$ cat src/rtl/epg_rx.sv
// Serial Ethernet frame receiver: hunts preamble/SFD, then deserializes MSB-first DA, SA, length, payload and FCS.
// Payload bytes appear on wr_en one cycle after their last bit; header/FCS fields update together with frame_done.
module epg_rx #(
  parameter int dataWidth = 8,
  parameter int MAX_LEN   = 1500,
  parameter int PRE_MAX   = 64
) (
  input  logic                 clock,
  input  logic                 reset,
  input  logic                 packet,
  input  logic                 packetValid,
  output logic [dataWidth-1:0] data_out,
  output logic                 wr_en,
  output logic [47:0]          dMAC,
  output logic [47:0]          sMAC,
  output logic [15:0]          length,
  output logic [31:0]          FCS,
  output logic                 frame_done,
  output logic                 err,
  output logic [1:0]           err_code
);
  localparam logic [15:0] MAX_LEN_W = 16'(MAX_LEN);
  localparam logic [15:0] PRE_MAX_W = 16'(PRE_MAX);
  localparam logic [15:0] BYTE_TOP  = 16'(dataWidth - 1);

  typedef enum logic [2:0] {S_IDLE, S_PRE, S_DMAC, S_SMAC, S_LEN, S_DATA, S_FCS, S_DRAIN} state_t;

  state_t               state_q, state_d;
  logic [15:0]          cnt_q, cnt_d;
  logic                 prev_q, prev_d;
  logic [46:0]          sh_q, sh_d;
  logic [47:0]          dmac_tmp_q, dmac_tmp_d;
  logic [47:0]          smac_tmp_q, smac_tmp_d;
  logic [15:0]          len_tmp_q, len_tmp_d;
  logic [15:0]          byte_cnt_q, byte_cnt_d;
  logic [dataWidth-1:0] data_out_q, data_out_d;
  logic                 wr_en_q, wr_en_d;
  logic                 frame_done_q, frame_done_d;
  logic                 err_q, err_d;
  logic [1:0]           err_code_q, err_code_d;
  logic [47:0]          dmac_q, dmac_d;
  logic [47:0]          smac_q, smac_d;
  logic [15:0]          length_q, length_d;
  logic [31:0]          fcs_q, fcs_d;
  logic [47:0]          shifted;

  // One shared shifter serves every field; each field takes exactly its own width from the low end.
  assign shifted = {sh_q, packet};

  always_comb begin
    state_d      = state_q;
    cnt_d        = cnt_q;
    prev_d       = prev_q;
    sh_d         = sh_q;
    dmac_tmp_d   = dmac_tmp_q;
    smac_tmp_d   = smac_tmp_q;
    len_tmp_d    = len_tmp_q;
    byte_cnt_d   = byte_cnt_q;
    data_out_d   = data_out_q;
    wr_en_d      = 1'b0;
    frame_done_d = 1'b0;
    err_d        = 1'b0;
    err_code_d   = 2'd0;
    dmac_d       = dmac_q;
    smac_d       = smac_q;
    length_d     = length_q;
    fcs_d        = fcs_q;

    case (state_q)
      S_IDLE: begin
        if (packetValid) begin
          prev_d  = packet;
          cnt_d   = 16'd1;
          state_d = S_PRE;
        end
      end
      S_PRE: begin
        if (!packetValid) begin
          err_d = 1'b1; err_code_d = 2'd3; state_d = S_IDLE;
        end else if (prev_q && packet) begin
          cnt_d   = 16'd47;
          state_d = S_DMAC;
        end else begin
          prev_d = packet;
          cnt_d  = cnt_q + 16'd1;
          if (cnt_d >= PRE_MAX_W) begin
            err_d = 1'b1; err_code_d = 2'd1; state_d = S_DRAIN;
          end
        end
      end
      S_DMAC, S_SMAC, S_LEN: begin
        if (!packetValid) begin
          err_d = 1'b1; err_code_d = 2'd3; state_d = S_IDLE;
        end else begin
          sh_d  = shifted[46:0];
          cnt_d = cnt_q - 16'd1;
          if (cnt_q == 16'd0) begin
            if (state_q == S_DMAC) begin
              dmac_tmp_d = shifted;
              cnt_d      = 16'd47;
              state_d    = S_SMAC;
            end else if (state_q == S_SMAC) begin
              smac_tmp_d = shifted;
              cnt_d      = 16'd15;
              state_d    = S_LEN;
            end else begin
              len_tmp_d = shifted[15:0];
              if (shifted[15:0] > MAX_LEN_W) begin
                err_d = 1'b1; err_code_d = 2'd2; state_d = S_DRAIN;
              end else if (shifted[15:0] == 16'd0) begin
                cnt_d   = 16'd31;
                state_d = S_FCS;
              end else begin
                byte_cnt_d = 16'd0;
                cnt_d      = BYTE_TOP;
                state_d    = S_DATA;
              end
            end
          end
        end
      end
      S_DATA: begin
        if (!packetValid) begin
          err_d = 1'b1; err_code_d = 2'd3; state_d = S_IDLE;
        end else begin
          sh_d  = shifted[46:0];
          cnt_d = cnt_q - 16'd1;
          if (cnt_q == 16'd0) begin
            data_out_d = shifted[dataWidth-1:0];
            wr_en_d    = 1'b1;
            byte_cnt_d = byte_cnt_q + 16'd1;
            cnt_d      = BYTE_TOP;
            if (byte_cnt_d == len_tmp_q) begin
              cnt_d   = 16'd31;
              state_d = S_FCS;
            end
          end
        end
      end
      S_FCS: begin
        // The last FCS bit arrives with packetValid already low, so the qualifier is not consulted here.
        sh_d  = shifted[46:0];
        cnt_d = cnt_q - 16'd1;
        if (cnt_q == 16'd0) begin
          dmac_d       = dmac_tmp_q;
          smac_d       = smac_tmp_q;
          length_d     = len_tmp_q;
          fcs_d        = shifted[31:0];
          frame_done_d = 1'b1;
          cnt_d        = 16'd0;
          state_d      = S_IDLE;
        end
      end
      S_DRAIN: begin
        if (!packetValid) state_d = S_IDLE;
      end
      default: state_d = S_IDLE;
    endcase
  end

  always_ff @(posedge clock or posedge reset) begin
    if (reset) begin
      state_q      <= S_IDLE;
      cnt_q        <= '0;
      prev_q       <= 1'b0;
      sh_q         <= '0;
      dmac_tmp_q   <= '0;
      smac_tmp_q   <= '0;
      len_tmp_q    <= '0;
      byte_cnt_q   <= '0;
      data_out_q   <= '0;
      wr_en_q      <= 1'b0;
      frame_done_q <= 1'b0;
      err_q        <= 1'b0;
      err_code_q   <= 2'd0;
      dmac_q       <= '0;
      smac_q       <= '0;
      length_q     <= '0;
      fcs_q        <= '0;
    end else begin
      state_q      <= state_d;
      cnt_q        <= cnt_d;
      prev_q       <= prev_d;
      sh_q         <= sh_d;
      dmac_tmp_q   <= dmac_tmp_d;
      smac_tmp_q   <= smac_tmp_d;
      len_tmp_q    <= len_tmp_d;
      byte_cnt_q   <= byte_cnt_d;
      data_out_q   <= data_out_d;
      wr_en_q      <= wr_en_d;
      frame_done_q <= frame_done_d;
      err_q        <= err_d;
      err_code_q   <= err_code_d;
      dmac_q       <= dmac_d;
      smac_q       <= smac_d;
      length_q     <= length_d;
      fcs_q        <= fcs_d;
    end
  end

  assign data_out   = data_out_q;
  assign wr_en      = wr_en_q;
  assign dMAC       = dmac_q;
  assign sMAC       = smac_q;
  assign length     = length_q;
  assign FCS        = fcs_q;
  assign frame_done = frame_done_q;
  assign err        = err_q;
  assign err_code   = err_code_q;
endmodule
$ cat config.mk
export PLATFORM = sky130hd
export DESIGN_NAME = epg_rx
export DESIGN_NICKNAME = d
export VERILOG_FILES = /design/src/rtl/epg_rx.sv
export SDC_FILE = /design/constraint.sdc
export NUM_CORES = 1
export LEC_CHECK = 0
export CAP_MARGIN = 20
export CORE_MARGIN = 4
export CORE_UTILIZATION = 50
export CTS_CLUSTER_SIZE = 10
export DETAILED_ROUTE_END_ITERATION = 16
export PLACE_DENSITY = 0.72
export SETUP_SLACK_MARGIN = 0.2
export SLEW_MARGIN = 30
export SYNTH_ARGS = -nofsm -noshare
export SYNTH_HDL_FRONTEND = slang
export SYNTH_SLANG_ARGS = --single-unit
$ cat constraint.sdc
create_clock -name clock -period 20.4 [get_ports clock]
set_clock_uncertainty 0.05 [all_clocks]
set_input_delay 4.08 -clock clock [delete_from_list [all_inputs] [get_ports clock]]
set_output_delay 4.08 -clock clock [all_outputs]
set_load 0.005 [all_outputs]
==> qor.txt <==
Htree depth -> 2
Worst r2r dst -> dmac_tmp_q[42]$_DFFE_PP0P_
Clock latency on the worst-skew pair -> 0.53 ns
Die height -> 185.5 um
Critical path peak fanout -> 48
I/O Pins -> 161
Leak Pwr -> 0.009112 uW
WL final -> 37.14 mm
Post-synth EDFFs -> 0
Via density -> 5.642
Maximum vdd drop -> 0.07224 mV
Area contributors post-synth -> dfrtp_1 56%, nand2_1 11%, mux2_2 10%
Core area -> 0.03083 mm2
DRT iter0 DRCs -> 922
Hold path depth -> 2
Vias in the first global route -> 11,591
Final min period -> 6.371 ns
Crit end category -> register
Place WS -> 13.55 ns
Pre-antenna DRT Iters -> 7
Critical Path Start -> packetValid
Kind of start point of the critical path -> primary input
Worst EP arrival -> 6.73 ns
Yosys top cell area share -> 55.90%
Via count -> 11,352
Worst R2R Setup Slack -> 17.05 ns
Final cell count without fillers -> 2,012
Hold_sp -> dMAC[41]$_DFFE_PP0P_
Filler cell count -> 2,573
Synth Instances -> 1,500
Overall Global Routing Usage -> 22.15%
CP Data Required Time -> 20.76 ns
Ys Warns -> 0
Layout area overhead -> 17.77%
Pwr dens -> 102.1 mW/mm2
Setup TNS -> 0 ns
# diodes -> 0
GPL Wtd Cong -> 0.8934
Cell taking the most area after synthesis -> dfrtp_1
Synth async-reset ratio -> 100.0%
Hold buffer count at cts -> 0
Final core occ -> 60.19%
Reg2Reg Depth -> 6
Peak Freq -> 157.0 MHz
Slew @ Worst Pin -> 0.9106 ns
Max Slew Vio Count -> 0
Final setup violating endpoints -> 0
TritonCTS buffer count -> 41
Initial antenna violation count -> 0
First-pass GRT wire length -> 61.96 mm
Post-cts sizing count -> 0
Sequential share of the synthesized area -> 55.90%
Largest net degree at the start of global routing -> 192
Mapped cell area -> 0.01576 mm2
R2R Path Start -> state_q[1]$_DFFE_PP0P_
Yosys reg bits -> 352
Total clock sinks -> 352
Top-count cell post-synth -> nand2_1
DRC -> 0
CTS tree -> done
Root Driver -> clkbuf_16
Total grt overflow -> 0
Clock slew at reported path FFs -> 0.05 ns
Syn avg cell area -> 10.51 um2
Rows -> 64
Cell variety after synth -> 89
Post-CTS setup buffer count -> 0
Share of layout cells above drive strength 1 -> 15.78%
Relative slew slack -> 39.29%
RSZ-0062 raised after global routing -> false
Dpl cells -> 1,962
Routed length per instance -> 18.46 um
Final hold vios -> 0
Port Buf Inserts -> 160
Max_cap viols -> 0
Min-Delay Path Class -> reg2reg
Mapped Nets -> 1,508
Die X -> 185.5 um
CTS max path bufs -> 3
Final period utilization -> 31.23%
Die area -> 0.03442 mm2
Remaining antenna violation count -> 0
Final nets -> 1,618
Terminating pin of the worst hold path -> dMAC[41]$_DFFE_PP0P_
Starting density of the core -> 51.11%
Synth top cells by count -> 476 x nand2_1, 352 x dfrtp_1, 144 x mux2_2
Status -> complete, no violations
Top_reg_cell synth -> dfrtp_1
Type of the worst setup path -> in2reg
Post-DP HPWL -> 23.48 mm
Setup ws final -> 14.03 ns
-- final cells by class --
type	count	area (um2)	area share (%)
timing repair buffer	169	1705	9.190
clock inverter	3	43.79	0.2360
inverter	15	68.82	0.3708
clock buffer	46	1076	5.798
tap	396	495.5	2.670
multi-input combinational	1031	6360	34.27
sequential	352	8808	47.46
-- state kept, by name, summed over array words and instances (netlist names) --
register	count
cnt_q	16
length	16
dmac_tmp_q	48
len_tmp_q	16
frame_done	1
FCS	32
sMAC	48
data_out	8
wr_en	1
err_code	2
byte_cnt_q	16
smac_tmp_q	48
sh_q	47
dMAC	48
prev_q	1
err	1
state_q	3
-- placed cells by master (no fill, tap or decap), drive strengths merged, types with 12 or more instances in the layout --
master and count:
xor2 12, inv 15, nand3 24, nor3 16, nor2 56, o31ai 23
a21oi 29, clkbuf 46, mux2 164, clkdlybuf4s50 160, dfrtp 352, xnor2 19
o21ai 58, nand2 477, nand4 15, nor4 14
-- kinds of logic (layout without fill, tap and decap cells) --
group                      count (synthesis)  in the layout  share of synthesized area (%)
muxes                                    166            166                          12.32
xor gates and xnor gates                  31             31                          1.771
buffers and inverters                    117            233                          4.002
and+or+nand+nor                          654            654                          18.12
AOI/OAI and AO/OA                        176            176                          7.567
DFF                                      352            352                          55.90
adders and majority gates                  4              4                         0.3176
-- critical path, cell delays in order --
cell and delay, ns:
clkdlybuf4s50_1 0.46, buf_4 0.27, nor2b_1 0.51, o21ai_0 0.29, o21ai_4 0.13, buf_4 0.55, mux2_2 0.42
-- power breakdown --
part / total [uW] / switching, uW / internal [uW]
combinational: 386 / 216 / 171
clock: 635 / 265 / 370
sequential: 873 / 113 / 760
total: 1890 / 593 / 1300
-- stage by stage --
stage | area, um2 | hold WS [ns] | total power [uW]
3_3_place_gp | 17400 | 0.3980 | 1255
3_5_place_dp | 17410 | 0.4051 | 1265
6_report | 18560 | 0.4093 | 1894
4_1_cts | 18530 | 0.4104 | 1908
2_1_floorplan | 15760 | 0.3902 | 1148
5_1_grt | 18560 | 0.4340 | 1990
-- how the worst max path moves through the flow --
stage                                end  slack (ns)  cells after the start
global placement    sh_q[44]$_DFFE_PP0P_       13.58                      7
floorplan             FCS[0]$_DFFE_PP0P_        6.51                      1
CTS                 sh_q[32]$_DFFE_PP0P_       14.07                      7
finish              sh_q[32]$_DFFE_PP0P_       14.03                      7
global route        sh_q[32]$_DFFE_PP0P_       13.93                      7
detailed placement  sh_q[38]$_DFFE_PP0P_       13.55                      7
-- metal layers --
metal | vias to the layer above | track usage [%] | wire (um)
li1 | 5292 | - | -
met1 | 5638 | 30.72 | 16330
met2 | 352 | 35.74 | 17620
met3 | 70 | 5.042 | 2426
met4 | 0 | 5.637 | 759
met5 | - | 0.1429 | 0
Power figures use the tool's default switching activity.
